File: config.mk
export PLATFORM = sky130hd
export DESIGN_NAME = matvec_ctrl
export DESIGN_NICKNAME = d
export VERILOG_FILES = /design/src/rtl/matvec_ctrl.sv
export SDC_FILE = /design/constraint.sdc
export NUM_CORES = 1
export LEC_CHECK = 0
export ABC_AREA = 1
export BUFFER_PORTS_ARGS = -buffer_cell sky130_fd_sc_hd__buf_2
export CORE_ASPECT_RATIO = 1.4
export CORE_MARGIN = 3
export CORE_UTILIZATION = 40
export CTS_BUF_LIST = sky130_fd_sc_hd__clkbuf_8
export DETAILED_ROUTE_END_ITERATION = 7
export GPL_ROUTABILITY_DRIVEN = 0
export GPL_TIMING_DRIVEN = 0
export PLACE_DENSITY = 0.68
export SLEW_MARGIN = 20
export SYNTH_ARGS = -nofsm -noshare
export SYNTH_HDL_FRONTEND = slang
export SYNTH_SLANG_ARGS = --single-unit
File: constraint.sdc
create_clock -name clk -period 3.1 [get_ports clk]
set_input_delay 0.465 -clock clk [delete_from_list [all_inputs] [get_ports clk]]
set_output_delay 0.465 -clock clk [all_outputs]
set_load 0.01 [all_outputs]
File: src/rtl/matvec_ctrl.sv
// matvec_ctrl: fetches A rows and the B vector word by word, unpacks bytes into the row/B FIFOs,
// then drains all FIFOs in lock-step into the MAC array. MATVEC_CTRL_PERF_EN adds perf_cycles.
module matvec_ctrl #(
   parameter int unsigned DIM       = 8,
   parameter int unsigned DATA_W    = 8,
   parameter int unsigned ADDR_W    = 32,
   parameter int unsigned BASE_ADDR = 0
) (
   input  logic                  clk,
   input  logic                  rst_n,
   input  logic                  start,
   input  logic                  clr,
   output logic                  busy,
   output logic                  done,
   output logic                  mac_clr,
   output logic                  mac_en,
   output logic [ADDR_W-1:0]     mem_addr,
   output logic                  mem_read,
   input  logic                  mem_waitrequest,
   input  logic [DIM*DATA_W-1:0] mem_readdata,
   input  logic                  mem_readdatavalid,
   output logic [DATA_W-1:0]     fifo_wdata,
   output logic [DIM-1:0]        fifo_a_wren,
   output logic                  fifo_b_wren,
   output logic                  fifo_rden
`ifdef MATVEC_CTRL_PERF_EN
   ,
   output logic [31:0]           perf_cycles
`endif
);

   localparam int unsigned RW = $clog2(DIM + 1);
   localparam int unsigned BW = (DIM > 1) ? $clog2(DIM) : 1;
   localparam int unsigned WW = DIM * DATA_W;

   typedef enum logic [2:0] {IDLE, REQ, WAIT, UNPACK, COMPUTE, DRAIN, DONE} state_t;

   state_t              state_q, state_d;
   logic [RW-1:0]       r_q, r_d;
   logic [BW-1:0]       bcnt_q, bcnt_d;
   logic [WW-1:0]       shift_q, shift_d;
   logic                start_acc;
   logic                busy_q, busy_d;
   logic                done_q, done_d;
   logic                mac_clr_q, mac_clr_d;
   logic                mac_en_q, mac_en_d;
   logic [ADDR_W-1:0]   mem_addr_q, mem_addr_d;
   logic                mem_read_q, mem_read_d;
   logic [DATA_W-1:0]   fifo_wdata_q, fifo_wdata_d;
   logic [DIM-1:0]      fifo_a_wren_q, fifo_a_wren_d;
   logic                fifo_b_wren_q, fifo_b_wren_d;
   logic                fifo_rden_q, fifo_rden_d;

   always_comb begin
      state_d   = state_q;
      r_d       = r_q;
      bcnt_d    = bcnt_q;
      shift_d   = shift_q;
      start_acc = 1'b0;
      mac_clr_d = 1'b0;
      unique case (state_q)
         IDLE, DONE: begin
            if (start) begin
               state_d   = REQ;
               r_d       = '0;
               start_acc = 1'b1;
               mac_clr_d = 1'b1;
            end else if (clr) begin
               state_d   = IDLE;
               mac_clr_d = 1'b1;
            end
         end
         REQ: begin
            if (!mem_waitrequest) state_d = WAIT;
         end
         WAIT: begin
            if (mem_readdatavalid) begin
               shift_d = mem_readdata;
               bcnt_d  = '0;
               state_d = UNPACK;
            end
         end
         UNPACK: begin
            shift_d = shift_q >> DATA_W;
            if (bcnt_q == BW'(DIM - 1)) begin
               bcnt_d = '0;
               if (r_q == RW'(DIM)) begin
                  state_d = COMPUTE;
               end else begin
                  r_d     = r_q + 1'b1;
                  state_d = REQ;
               end
            end else begin
               bcnt_d = bcnt_q + 1'b1;
            end
         end
         COMPUTE: begin
            if (bcnt_q == BW'(DIM - 1)) begin
               bcnt_d  = '0;
               state_d = DRAIN;
            end else begin
               bcnt_d = bcnt_q + 1'b1;
            end
         end
         DRAIN: begin
            if (bcnt_q == BW'(1)) begin
               bcnt_d  = '0;
               state_d = DONE;
            end else begin
               bcnt_d = bcnt_q + 1'b1;
            end
         end
         default: state_d = IDLE;
      endcase

      // Outputs are registered from the next state so every port comes straight off a flop.
      busy_d        = (state_d != IDLE) && (state_d != DONE);
      done_d        = (state_d == DONE);
      mem_read_d    = (state_d == REQ);
      mem_addr_d    = ADDR_W'(BASE_ADDR) + ADDR_W'(r_d);
      fifo_wdata_d  = shift_d[DATA_W-1:0];
      fifo_a_wren_d = '0;
      fifo_b_wren_d = 1'b0;
      if (state_d == UNPACK) begin
         if (r_d == RW'(DIM)) fifo_b_wren_d = 1'b1;
         else                 fifo_a_wren_d = DIM'(1) << r_d;
      end
      fifo_rden_d   = (state_d == COMPUTE);
      mac_en_d      = fifo_rden_q;
   end

   always_ff @(posedge clk or negedge rst_n) begin
      if (!rst_n) begin
         state_q       <= IDLE;
         r_q           <= '0;
         bcnt_q        <= '0;
         shift_q       <= '0;
         busy_q        <= 1'b0;
         done_q        <= 1'b0;
         mac_clr_q     <= 1'b0;
         mac_en_q      <= 1'b0;
         mem_addr_q    <= ADDR_W'(BASE_ADDR);
         mem_read_q    <= 1'b0;
         fifo_wdata_q  <= '0;
         fifo_a_wren_q <= '0;
         fifo_b_wren_q <= 1'b0;
         fifo_rden_q   <= 1'b0;
      end else begin
         state_q       <= state_d;
         r_q           <= r_d;
         bcnt_q        <= bcnt_d;
         shift_q       <= shift_d;
         busy_q        <= busy_d;
         done_q        <= done_d;
         mac_clr_q     <= mac_clr_d;
         mac_en_q      <= mac_en_d;
         mem_addr_q    <= mem_addr_d;
         mem_read_q    <= mem_read_d;
         fifo_wdata_q  <= fifo_wdata_d;
         fifo_a_wren_q <= fifo_a_wren_d;
         fifo_b_wren_q <= fifo_b_wren_d;
         fifo_rden_q   <= fifo_rden_d;
      end
   end

   assign busy        = busy_q;
   assign done        = done_q;
   assign mac_clr     = mac_clr_q;
   assign mac_en      = mac_en_q;
   assign mem_addr    = mem_addr_q;
   assign mem_read    = mem_read_q;
   assign fifo_wdata  = fifo_wdata_q;
   assign fifo_a_wren = fifo_a_wren_q;
   assign fifo_b_wren = fifo_b_wren_q;
   assign fifo_rden   = fifo_rden_q;

`ifdef MATVEC_CTRL_PERF_EN
   logic [31:0] perf_q, perf_d;

   always_comb begin
      perf_d = start_acc ? '0 : perf_q + 32'(busy_q);
   end

   always_ff @(posedge clk or negedge rst_n) begin
      if (!rst_n) perf_q <= '0;
      else        perf_q <= perf_d;
   end

   assign perf_cycles = perf_q;
`endif

endmodule
==> results.py <==
metrics = {
    "power_and_ir_drop": {
        "powerDensity_nw_per_um2": 950,
        "comb_power_share": 0.435,
        "p_clk_frac": 0.164,
        "netSwitchingFraction": 0.397,
        "power_leakage_nw": 2.62,
        "pwr-share-seq": 0.400,
        "p_total_w": 0.00493,
        "ir_worst_vdd_v": 0.000426,
        "p_int_w": 0.00297,
        "power_switching_w": 0.00195,
    },
    "cells_and_area": {
        "post-route-util": 0.516,
        "drive_gt1_frac": 0.281,
        "nets": 674,
        "fillerInstances": 967,
        "diodes": 0,
        "syn_to_final_growth_pct": 23.5,
        "final_cells": 736,
    },
    "clock_tree": {
        "cts_buffers": 9,
        "hold_buffers": 0,
        "cts-root-buf": "clkbuf_8",
        "clkSlewWorstSetupHoldPaths_ns": 0.08,
        "cts_resized": 0,
        "cts.sinks": 89,
        "cts_tree": "done",
        "clkLatencyLatePin_ns": 0.35,
        "cts_htree_levels": 3,
        "cts_buffer_depth": 2,
        "post-cts-setup-buffers": 0,
    },
    "global_route": {
        "grt_pass1_vias": 3343,
        "grt_usage": 0.165,
        "grt_pass1_wl_um": 15400,
        "grt_start_max_net_pins": 58,
        "overflow": 0,
        "antenna_found_initial": 0,
    },
    "floorplan": {
        "top_level_ports": 125,
        "die_h_um": 127,
        "dieWidth_um": 92.6,
        "rows": 43,
        "core_um2": 10100,
        "start_util": 0.417,
        "dieArea_um2": 11800,
    },
    "synth": {
        "synth-edff-count": 0,
        "yosysWarnings": 0,
        "ys_async_sr_fraction": 1.00,
        "synth_most_common_cell": "nor2_1",
        "synth.yosys.seq_area_share": 0.530,
        "syn_inst": 461,
        "synth_top_cell_by_area": "dfrtp_1",
        "synth_area_leaders": "dfrtp_1 (53%), nor2_1 (12%), o22ai_1 (8.3%), buf_4 (6.6%), nand2_1 (3.5%)",
        "yosysTopAreaCellShare": 0.530,
        "synth_flop_cell": "dfrtp_1",
        "postSynthAreaPerCell_um2": 9.11,
        "synth_cell_types": 31,
        "synth_area_um2": 4200,
        "ys_ff_latch": 89,
        "synth_top_cells_by_count": "nor2_1 (134), dfrtp_1 (89), o22ai_1 (56), nand2_1 (39), buf_4 (37)",
    },
    "setup_path": {
        "rr_endpoint": "fifo_a_wren[1]$_DFF_PN0_",
        "r2r_start": "bcnt_q[1]$_DFFE_PN0P_",
        "endpoint_kind": "flop",
        "cp_data_required_time_ns": 3.33,
        "cp.arrival_ns": 2.19,
        "ff2ff_setup_slack_ns": 1.14,
        "path_class": "reg -> reg",
        "start_kind": "flop",
        "path_max_fanout": 7,
        "reg2regPathDepth": 9,
    },
    "routing": {
        "ant_nets": 0,
        "drt-pass1-iter-count": 4,
        "drt_iter0_drc": 153,
        "vias": 3488,
        "avgRoutedWirePerCell_um": 13.4,
        "route.detailed.drc": 0,
        "finalWirelength_um": 9870,
        "viasPerCell": 4.74,
    },
    "flow_run": {
        "maxCapViolations": 0,
    },
    "sta": {
        "post-route-min-period_ns": 1.96,
        "clock.fmax_mhz": 511,
        "setup-tns-final_ns": 0,
        "setup_viol": 0,
        "hold_viol_final": 0,
        "hold_slack_ns": 0.0604,
        "post-route-period-util": 0.631,
        "rsz0062_at_grt": "no",
        "drv_slew": 0,
        "clock_skew_ns": 0.00949,
    },
    "placed_design": {
        "dp_hpwl_um": 7540,
        "place_inst": 720,
        "io_buffers": 96,
    },
    "min_path": {
        "min_path_type": "in -> async",
    },
    "outcome": {
        "status": "finished, final reports clean",
    },
}
==> power groups by stage <==
stage          clock (W)  combinational [W]  sequential, W
2_1_floorplan          0            0.00161        0.00193
3_3_place_gp           0            0.00209        0.00197
3_5_place_dp           0            0.00216        0.00199
4_1_cts         0.000837            0.00217        0.00197
5_1_grt         0.000891            0.00243        0.00203
6_report        0.000810            0.00215        0.00197
==> cell families after synthesis <==
group,count (synthesis),synth area share
other,1,0.000893
AO/OA/AOI/OAI,73,0.114
flip-flops,89,0.530
adder cells (fa/ha/maj),8,0.0238
buffers and inverters,82,0.121
AND/OR/NAND/NOR,208,0.210
==> metrics by stage <==
stage / setup WS (ns) / cell area [um2]
CTS: 1.17 / 5190
floorplan: 1.50 / 4300
finish: 1.14 / 5190
global route: 0.987 / 5190
global placement: 0.777 / 4950
detailed placement: 1.18 / 4980
==> registers in the layout, summed over array words and instances, names as in the netlist <==
name         flops
mem_addr         4
mac_en           1
fifo_b_wren      1
busy             1
mac_clr          1
state_q          3
bcnt_q           3
shift_q         64
mem_read         1
fifo_a_wren      8
fifo_rden        1
done             1
==> metal layers <==
layer  wire length [um]  global-route usage
met2               5260               0.292
met5                  0                   0
met1               3960               0.195
met3                549              0.0406
met4                 99              0.0586
==> layout make-up <==
| cell class | count | area [um2] | area share |
|---|---|---|---|
| buffer | 56 | 404 | 0.0779 |
| clock buffer | 12 | 165 | 0.0318 |
| clock inverter | 4 | 42.5 | 0.00820 |
| inverter | 26 | 104 | 0.0200 |
| multi-input combinational | 317 | 1570 | 0.302 |
| sequential | 89 | 2230 | 0.429 |
| tap | 135 | 169 | 0.0326 |
| timing repair buffer | 97 | 510 | 0.0984 |
==> layout by cell type (no fill, tap or decap), types with 12 or more instances in the layout <==
master,netlist,layout
buf_2,2,97
buf_4,37,38
clkbuf_8,0,12
conb_1,1,28
dfrtp_1,89,89
inv_1,22,24
nand2_1,39,39
nand3_1,18,18
nor2_1,134,134
o22ai_1,56,56
==> worst max-delay path, cell delays in order, from the launching register on <==
cell and delay (ns):
dfrtp_1 0.41, ha_1 0.22, ha_1 0.32, nand4_1 0.19
nand2_1 0.09, nand2_1 0.06, nor2_2 0.26, nor2_2 0.08
nand2_1 0.15, nor2_1 0.06
==> worst max-delay path by stage <==
stage	slack [ns]	from	cells past startpoint	endpoint
3_3_place_gp	0.78	rst_n	1	fifo_a_wren[2]$_DFF_PN0_
4_1_cts	1.17	bcnt_q[1]$_DFFE_PN0P_	8	fifo_a_wren[4]$_DFF_PN0_
5_1_grt	0.99	bcnt_q[1]$_DFFE_PN0P_	9	fifo_a_wren[5]$_DFF_PN0_
6_report	1.14	bcnt_q[1]$_DFFE_PN0P_	9	fifo_a_wren[1]$_DFF_PN0_
2_1_floorplan	1.50	bcnt_q[0]$_DFFE_PN0P_	9	fifo_a_wren[4]$_DFF_PN0_
3_5_place_dp	1.18	bcnt_q[0]$_DFFE_PN0P_	9	fifo_a_wren[4]$_DFF_PN0_
Power figures use the tool's default switching activity.
